File: config.mk
export PLATFORM = sky130hd
export DESIGN_NAME = lmsm_sequencer
export DESIGN_NICKNAME = d
export VERILOG_FILES = /design/src/rtl/risc15_pkg.sv /design/src/rtl/lsb_pick_enc.sv /design/src/rtl/lmsm_sequencer.sv
export SDC_FILE = /design/constraint.sdc
export NUM_CORES = 1
export LEC_CHECK = 0
export ABC_AREA = 1
export CAP_MARGIN = 40
export CORE_UTILIZATION = 30
export DETAILED_ROUTE_END_ITERATION = 10
export SYNTH_ARGS = -nofsm -noshare
export SYNTH_HDL_FRONTEND = slang
export SYNTH_SLANG_ARGS = --single-unit
File: constraint.sdc
create_clock -name clk -period 3 [get_ports clk]
set_input_delay 0.6 -clock clk [delete_from_list [all_inputs] [get_ports clk]]
set_output_delay 0.6 -clock clk [all_outputs]
set_load 0.005 [all_outputs]
File: src/rtl/risc15_pkg.sv
// Shared types and constants for the 16-bit multicycle RISC core.
// Holds the LM/SM sequencer state encoding and the core's width constants.
package risc15_pkg;

    localparam int DATA_W  = 16;
    localparam int REG_CNT = 8;
    localparam int IDX_W   = 3;

    typedef enum logic [1:0] {
        IDLE = 2'd0,
        STEP = 2'd1,
        DONE = 2'd2
    } lmsm_state_t;

endpackage

File: src/rtl/lsb_pick_enc.sv
// Lowest-set-bit priority encoder.
// Also flags when exactly one bit is set.
module lsb_pick_enc #(
    parameter int REG_CNT = 8
) (
    input  logic [REG_CNT-1:0]         vec,
    output logic [$clog2(REG_CNT)-1:0] idx,
    output logic                       one_hot_last
);

    localparam int IW = $clog2(REG_CNT);

    always_comb begin
        idx = '0;
        // Scan downwards so the lowest set bit is the final assignment.
        for (int i = REG_CNT - 1; i >= 0; i--) begin
            if (vec[i]) idx = i[IW-1:0];
        end
    end

    assign one_hot_last = (vec != '0) && ((vec & (vec - REG_CNT'(1))) == '0);

endmodule

File: src/rtl/lmsm_sequencer.sv
// Load/store-multiple register-list sequencer: walks the set bits of the
// register list in ascending order, one transfer per acknowledged step.
module lmsm_sequencer #(
    parameter int DATA_W  = 16,
    parameter int REG_CNT = 8,
    parameter int IDX_W   = 3
) (
    input  logic                      clk,
    input  logic                      rst_n,
    input  logic                      start,
    input  logic                      is_store,
    input  logic [DATA_W-1:0]         base_addr,
    input  logic [REG_CNT-1:0]        reg_list,
    input  logic                      step_ack,
    output logic                      busy,
    output logic                      step_valid,
    output logic [IDX_W-1:0]          reg_idx,
    output logic [DATA_W-1:0]         mem_addr,
    output logic                      mem_we,
    output logic                      rf_we,
    output logic                      last,
    output logic                      done,
    output logic [IDX_W:0]            xfer_cnt,
    output risc15_pkg::lmsm_state_t   state
);

    import risc15_pkg::*;

    localparam int CW = IDX_W + 1;

    logic [REG_CNT-1:0] pending;
    logic [DATA_W-1:0]  addr_q;
    logic               is_store_q;
    logic [CW-1:0]      xfer_cnt_q;
    logic [IDX_W-1:0]   enc_idx;
    logic               enc_last;

    lsb_pick_enc #(.REG_CNT(REG_CNT)) u_enc (
        .vec          (pending),
        .idx          (enc_idx),
        .one_hot_last (enc_last)
    );

    always_ff @(posedge clk) begin
        if (!rst_n) begin
            state      <= IDLE;
            pending    <= '0;
            addr_q     <= '0;
            is_store_q <= 1'b0;
            xfer_cnt_q <= '0;
        end else begin
            case (state)
                IDLE: begin
                    if (start) begin
                        pending    <= reg_list;
                        addr_q     <= base_addr;
                        is_store_q <= is_store;
                        xfer_cnt_q <= '0;
                        state      <= (reg_list != '0) ? STEP : DONE;
                    end
                end
                STEP: begin
                    if (step_ack) begin
                        // Clearing the lowest set bit retires the current register.
                        pending    <= pending & (pending - REG_CNT'(1));
                        addr_q     <= addr_q + DATA_W'(1);
                        xfer_cnt_q <= xfer_cnt_q + CW'(1);
                        if (enc_last) state <= DONE;
                    end
                end
                DONE:    state <= IDLE;
                default: state <= IDLE;
            endcase
        end
    end

    assign step_valid = (state == STEP);
    assign busy       = (state == STEP) || (state == DONE);
    assign done       = (state == DONE);
    assign reg_idx    = step_valid ? enc_idx : '0;
    assign mem_addr   = step_valid ? addr_q : '0;
    assign mem_we     = step_valid & is_store_q;
    assign rf_we      = step_valid & ~is_store_q & step_ack;
    assign last       = step_valid & enc_last;
    assign xfer_cnt   = xfer_cnt_q;

endmodule

## After elaboration in Yosys (flattened, before gate mapping)

Cells that the tools add are included.

- Flip-flop bits (word level): 31
- Latch bits: 0
- Bits in writable memories: 0
- Bits in read-only memories: 0
- Input bits: 29
- Output and inout port bits: 31
- Logic and storage cells: 53
- Memories kept: 0

- Add/subtract/negate cells: 3
- Multipliers: 0
- Divide/modulo/power cells: 0
- Magnitude comparators: 0
- Equality and inequality tests: 5
- Shift operators: 0
- Muxes and demuxes: 24
- Bitwise logic cells: 6
- Reduce and logical (&&, ||, !) cells: 10

Operators by type and width:

| operator | count |
|---|---|
| 16-bit 2-to-1 mux | 3 |
| 16-bit case mux with 2 select lines | 1 |
| 3-bit 2-to-1 mux | 9 |
| 16-bit by 1-bit adder with 16-bit output (second input constant) | 1 |
| 8-bit 2-to-1 mux | 2 |
| 8-bit case mux with 2 select lines | 1 |
| 8-bit nonzero test | 2 |
| 8-bit AND | 1 |
| 8-bit logical NOT | 1 |
| 2-bit 2-to-1 mux | 4 |
| 4-bit 2-to-1 mux | 2 |
| 4-bit case mux with 2 select lines | 1 |
| 8-bit by 1-bit subtractor with 8-bit output (second input constant) | 1 |
| 3-bit AND reduction | 2 |
| 4-bit by 1-bit adder with 4-bit output (second input constant) | 1 |
| 1-bit AND | 4 |
| 2-bit inequality test (second input constant) | 2 |
| 2-bit case mux with 2 select lines | 1 |
| 2-bit by 1-bit equality test with 1-bit output (second input constant) | 1 |
| 2-bit equality test (second input constant) | 1 |
| 2-bit logical NOT | 1 |
| 2-bit by 1-bit inequality test with 1-bit output (second input constant) | 1 |
| 2-bit AND reduction | 1 |
| 2-bit nonzero test | 1 |
| other kinds (3) | 3 |

## Logic depth before layout (Yosys ltp)

- Word-level depth: 9
- Gate-level depth with buffers: 12
- Gate-level depth less buffers: 12

## Hierarchy

From an unflattened synthesis, not the netlist that was laid out.

- Cells, all modules: 365
- Area, all modules: 2235.9 um2

Modules (own cells, without submodules):

| module | instances | cells an instance | area each (um2) | sequential area each (um2) |
|---|---|---|---|---|
| lmsm_sequencer | 1 | 330 | 2073.2 | 620.6 |
| lsb_pick_enc | 1 | 35 | 162.7 | 0.0 |

## Worst setup path before layout

OpenSTA, ideal clock, no wires.

- Path kind: reg2out
- Start point: register state[1]
- End point: output port mem_addr[1]
- Data arrival time: 1.284 ns
- Data required time: 2.400 ns
- Setup slack: 1.116 ns
- Stages on the path, launching flop included: 8
- Path buffers: 3
- Path through: dfxtp_1 inv_1 ha_1 buf_4 buf_2 clkbuf_1 nand2_1 inv_1

- Cells in the longest elaborated chain, start to end: 2

RTL lines:

| what | line | text |
|---|---|---|
| start, declared | lmsm_sequencer.sv:24 | `output risc15_pkg::lmsm_state_t state` |
| start signal, assigned | lmsm_sequencer.sv:59 | `state <= (reg_list != '0) ? STEP : DONE;` |
| 2-bit by 1-bit equality test with 1-bit output | lmsm_sequencer.sv:77 | `assign step_valid = (state == STEP);` |
| net step_valid | lmsm_sequencer.sv:16 | `output logic step_valid,` |
| 16-bit 2-to-1 mux | lmsm_sequencer.sv:81 | `assign mem_addr = step_valid ? addr_q : '0;` |
| end, declared | lmsm_sequencer.sv:18 | `output logic [DATA_W-1:0] mem_addr,` |

The timed path passes the listed nets, and every way through them passes these cells.

## Final worst setup path

- Start point: register state[1]
- End point: output port reg_idx[1]

- Cells in the longest elaborated chain, start to end: 2

RTL lines:

| what | line | text |
|---|---|---|
| 2-bit by 1-bit equality test with 1-bit output | lmsm_sequencer.sv:77 |  |
| 3-bit 2-to-1 mux | lmsm_sequencer.sv:80 | `assign reg_idx = step_valid ? enc_idx : '0;` |
| end, declared | lmsm_sequencer.sv:17 | `output logic [IDX_W-1:0] reg_idx,` |

No other way between the ends.

==> reports/results.md <==
| Step | Item | This run |
|---|---|---|
| yosys | Sequential cell area fraction in the yosys report | 29.5% |
| grt | Leftover overflow at the end of global routing | 0 |
| finish | Number of cells in the finished layout apart from fillers | 480 |
| power | Total internal power | 1.36 mW |
| detailed routing | Routed vias | 2258 |
| grt | First-pass GRT wire length | 9420 µm |
| yosys | Share of flip-flops with an asynchronous set or reset after synthesis | 0% |
| worst setup path | Category of the most critical setup path | register to primary output |
| yosys | Per-instance average area after synthesis | 6.43 µm² |
| yosys | Post-synth net total | 361 |
| timing | Unrepaired setup endpoints after global routing | no |
| clocking | Clock Tree Buf Depth | 2 |
| placed design | Post-detail-place hpwl | 4230 µm |
| timing | Relative slew slack | 44.3% |
| die | Effective utilization at floorplan | 30.9% |
| clocking | Clock slew at reported path FFs | 0.07 ns |
| worst setup path | Kind of start point of the critical path | register |
| worst setup path | Crit path max-delay family | buffers and inverters |
| clocking | PostCTS Resize Cnt | 0 |
| yosys | Main combinational cell family by area after synthesis | simple AND/OR/NAND/NOR gates |
| clocking | Post-CTS Hold Fix Bufs | 0 |
| worst setup path | CP Buf/Inv Count | 3 |
| clocking | Clock latency at the later pin of the worst-skew pair | 0.28 ns |
| finish | Fraction of layout instances using a drive strength above 1 | 9.64% |
| worst setup path | Critical path arrival | 2.15 ns |
| clocking | Num Clock Sinks | 31 |
| die | DIE HEIGHT | 85.7 µm |
| yosys | Most frequent cells after synthesis | sky130_fd_sc_hd__nand2_1, sky130_fd_sc_hd__inv_1, sky130_fd_sc_hd__a21oi_1, sky130_fd_sc_hd__dfxtp_1, sky130_fd_sc_hd__o21ai_0 |
| detailed routing | Total length of routed wires | 5790 µm |
| timing | Highest Clock Rate | 0.364 GHz |
| clocking | CTS HTree Levels | 2 |
| timing | Pins over their slew limit | 0 |
| grt | Pin count of the biggest net entering global routing | 25 |
| placed design | Placed inst area | 2750 µm² |
| yosys | Unique cell type count in the Yosys netlist | 34 |
| run | Count of max-cap constraint violations | 0 |
| finish | Area growth from synthesis to final layout | 34.7% |
| yosys | Compound-gate portion of the synthesized area | 22.3% |
| detailed routing | Remaining routing DRC violations | 0 |
| timing | Share of the cycle needed by the critical path after routing | 91.5% |
| finish | Total number of nets in the final design | 417 |
| worst setup path | Largest incremental delay on the critical path | 0.53 ns |
| grt | Via count of the first global-routing pass | 2108 |
| detailed routing | Number of vias per cell | 4.70 |
| power | Leakage | 1.23 nW |
| clocking | Inserted Clock Buffers | 5 |
| timing | Slew at the pin closest to its max-slew limit | 0.835 ns |
| power | Sequential share of power | 30.6% |
| power | PwrDens | 901 nW/µm² |
| yosys | Yosys top cell area share | 29.5% |
| clocking | Post-CTS Repair Setup Buffers | 0 |
| worst setup path | Slowest cell on the critical path | sky130_fd_sc_hd__clkdlybuf4s50_1 |
| power | Overall power after layout | 2.55 mW |
| worst setup path | Data required time at the worst endpoint | 2.40 ns |
| power | Fraction of power spent switching nets | 46.7% |
| yosys | Most frequently used flop master after synthesis | sky130_fd_sc_hd__dfxtp_1 |
| detailed routing | Iteration count of the initial detailed-routing pass | 4 |
| yosys | YS warnings | 0 |
| grt | Global-route total usage across every layer | 16.2% |
| die | Top-level port count | 60 |
| placed design | Port Buffer Count | 59 |
| detailed routing | Starting DRC count in detailed routing | 95 |
| clocking | Root Driver | sky130_fd_sc_hd__clkbuf_8 |
| worst setup path | Endpoint type of the worst setup path | primary output |
| detailed routing | Avg WL per Cell | 12.1 µm |
| die | Floorplan die width | 85.7 µm |
| placed design | Routability congestion estimate | 0.911 |
| yosys | Simple-gate portion of the synthesized area | 31.7% |
| die | Die outline area | 7350 µm² |
| yosys | Synthesized area | 2100 µm² |
| power | Relative contribution of the clock network to total power | 12.6% |
| power | Part of the total power dissipated in combinational logic | 56.8% |
| timing | Number of setup violations in the final report | 0 |
| die | Number of standard-cell rows in the floorplan | 30 |
| timing | Fin crit period | 2.75 ns |
| timing | Fin Setup TNS | 0 ns |
| finish | Number of diodes | 0 |
| power | IR Drop Worst-Case VDD | 0.487 mV |
| yosys | Largest area contributor in the synthesized netlist | sky130_fd_sc_hd__dfxtp_1 |
| yosys | Synth Register Bits | 31 |
| yosys | Post-Syn Instances | 327 |
| yosys | Top-count cell post-synth | sky130_fd_sc_hd__nand2_1 |
| worst hold path | Tightest Hold Check Type | register to register |
| die | Core ar. | 6790 µm² |
| outcome | Run status | finished clean |
| yosys | Top post-synthesis cells by area | sky130_fd_sc_hd__dfxtp_1, sky130_fd_sc_hd__nand2_1, sky130_fd_sc_hd__a21oi_1, sky130_fd_sc_hd__inv_1, sky130_fd_sc_hd__o21ai_0 |
| yosys | Number of flops mapped to enable cells by yosys | 0 |
| grt | Initial antenna violation count | 0 |
| finish | Post-route cell area | 2830 µm² |
| power | Switching power of the nets | 1.19 mW |
| worst setup path | Chain of cells forming the critical path | inv_1, ha_1, inv_1, nor3_1, clkdlybuf4s50_1 |
| yosys | Post-synthesis mux area share | 0% |
| placed design | Post-Place Cells | 472 |
| worst setup path | Top fanout value on the critical path | 11 |
| worst setup path | Critical path's most frequent cell | sky130_fd_sc_hd__inv_1 |
| timing | Setup clock skew after layout | 0.00875 ns |
| detailed routing | DRT antenna net count | 0 |
| clocking | Clock tree from TritonCTS | yes |
| yosys | Post-synthesis share of cell area spent on xor and xnor gates | 0.417% |
| timing | Final hold viol count | 0 |
| yosys | Post-synthesis share of cell area spent on full adders, half adders and majority gates | 2.98% |
==> layer usage <==
metal  global-route usage, %  routed length (µm)  up-vias
met1                    20.5                2790     1013
met3                    3.27                 231        4
met4                    5.91                  78        0
li1                        -                   -     1177
met2                    27.4                2700       64
met5                       0                   0        -
==> worst register-to-register path: cells and delay by family, from the launching register on <==
kind	cells	cell delay, ns
AOI/OAI and AO/OA	3	1.05
adders and majority gates	1	0.31
buffers and inverters	2	0.46
DFF	1	0.39
==> cells in the final DEF (no fill, tap or decap), drive strengths merged <==
cell           count
or2                1
a211oi             3
ha                 5
o211ai             5
nand3b             1
clkdlybuf4s50     59
a21oi             35
a41oi              2
nand3             16
clkinv             1
inv               47
nor3               7
dfxtp             31
and3               1
nand2             83
buf                5
nand4              2
o21a               2
xnor2              1
a221oi             1
a31oi              6
o21ai             29
nor2              34
clkbuf             7
==> metrics by stage <==
step / hold slack [ns] / setup WS (ns) / utilization (%)
finish: 0.492 / 0.254 / 41.7
global route: 0.523 / 0.0854 / 41.7
CTS: 0.503 / 0.243 / 41.7
detailed placement: 0.494 / 0.570 / 40.5
global placement: 0.486 / 0.573 / 40.5
floorplan: 0.466 / 1.12 / -
==> sequential cells by signal, summed over array words and instances (netlist names) <==
name	cells
is_store_q	1
xfer_cnt	4
pending	8
addr_q	16
state	2
==> power by group through the flow <==
stage | Sequential (mW) | Clock, mW | Combinational (mW)
2_1_floorplan | 0.742 | 0 | 1.06
3_3_place_gp | 0.785 | 0 | 1.44
3_5_place_dp | 0.784 | 0 | 1.44
4_1_cts | 0.778 | 0.332 | 1.45
5_1_grt | 0.809 | 0.351 | 1.64
6_report | 0.782 | 0.321 | 1.45
==> kinds of logic after synthesis <==
| group | after synthesis |
|---|---|
| AND/OR/NAND/NOR | 145 |
| buffers and inverters | 62 |
| XOR/XNOR | 1 |
| AO/OA/AOI/OAI | 83 |
| flip-flops | 31 |
| adder cells (fa/ha/maj) | 5 |
==> final cells by class <==
type                    count  area [µm²]
multi-input cells         234        1200
repair buffers             64         628
flip-flops and latches     31         621
well taps                  96         120
clock buffers               7        76.3
fillers                   738        3960
inverters                  47         176
clock inverters             1        5.00
==> worst paths after layout <==
kind	start	to	cells past startpoint	slack, ns
worst max-delay path	state[1]	reg_idx[1]	5	0.25
worst min-delay path	addr_q[2]	addr_q[2]	2	0.49
worst max register to register	state[1]	addr_q[9]	6	0.64
worst min register to register	addr_q[2]	addr_q[2]	2	0.49
No activity file was read; power rests on OpenSTA's default activity.
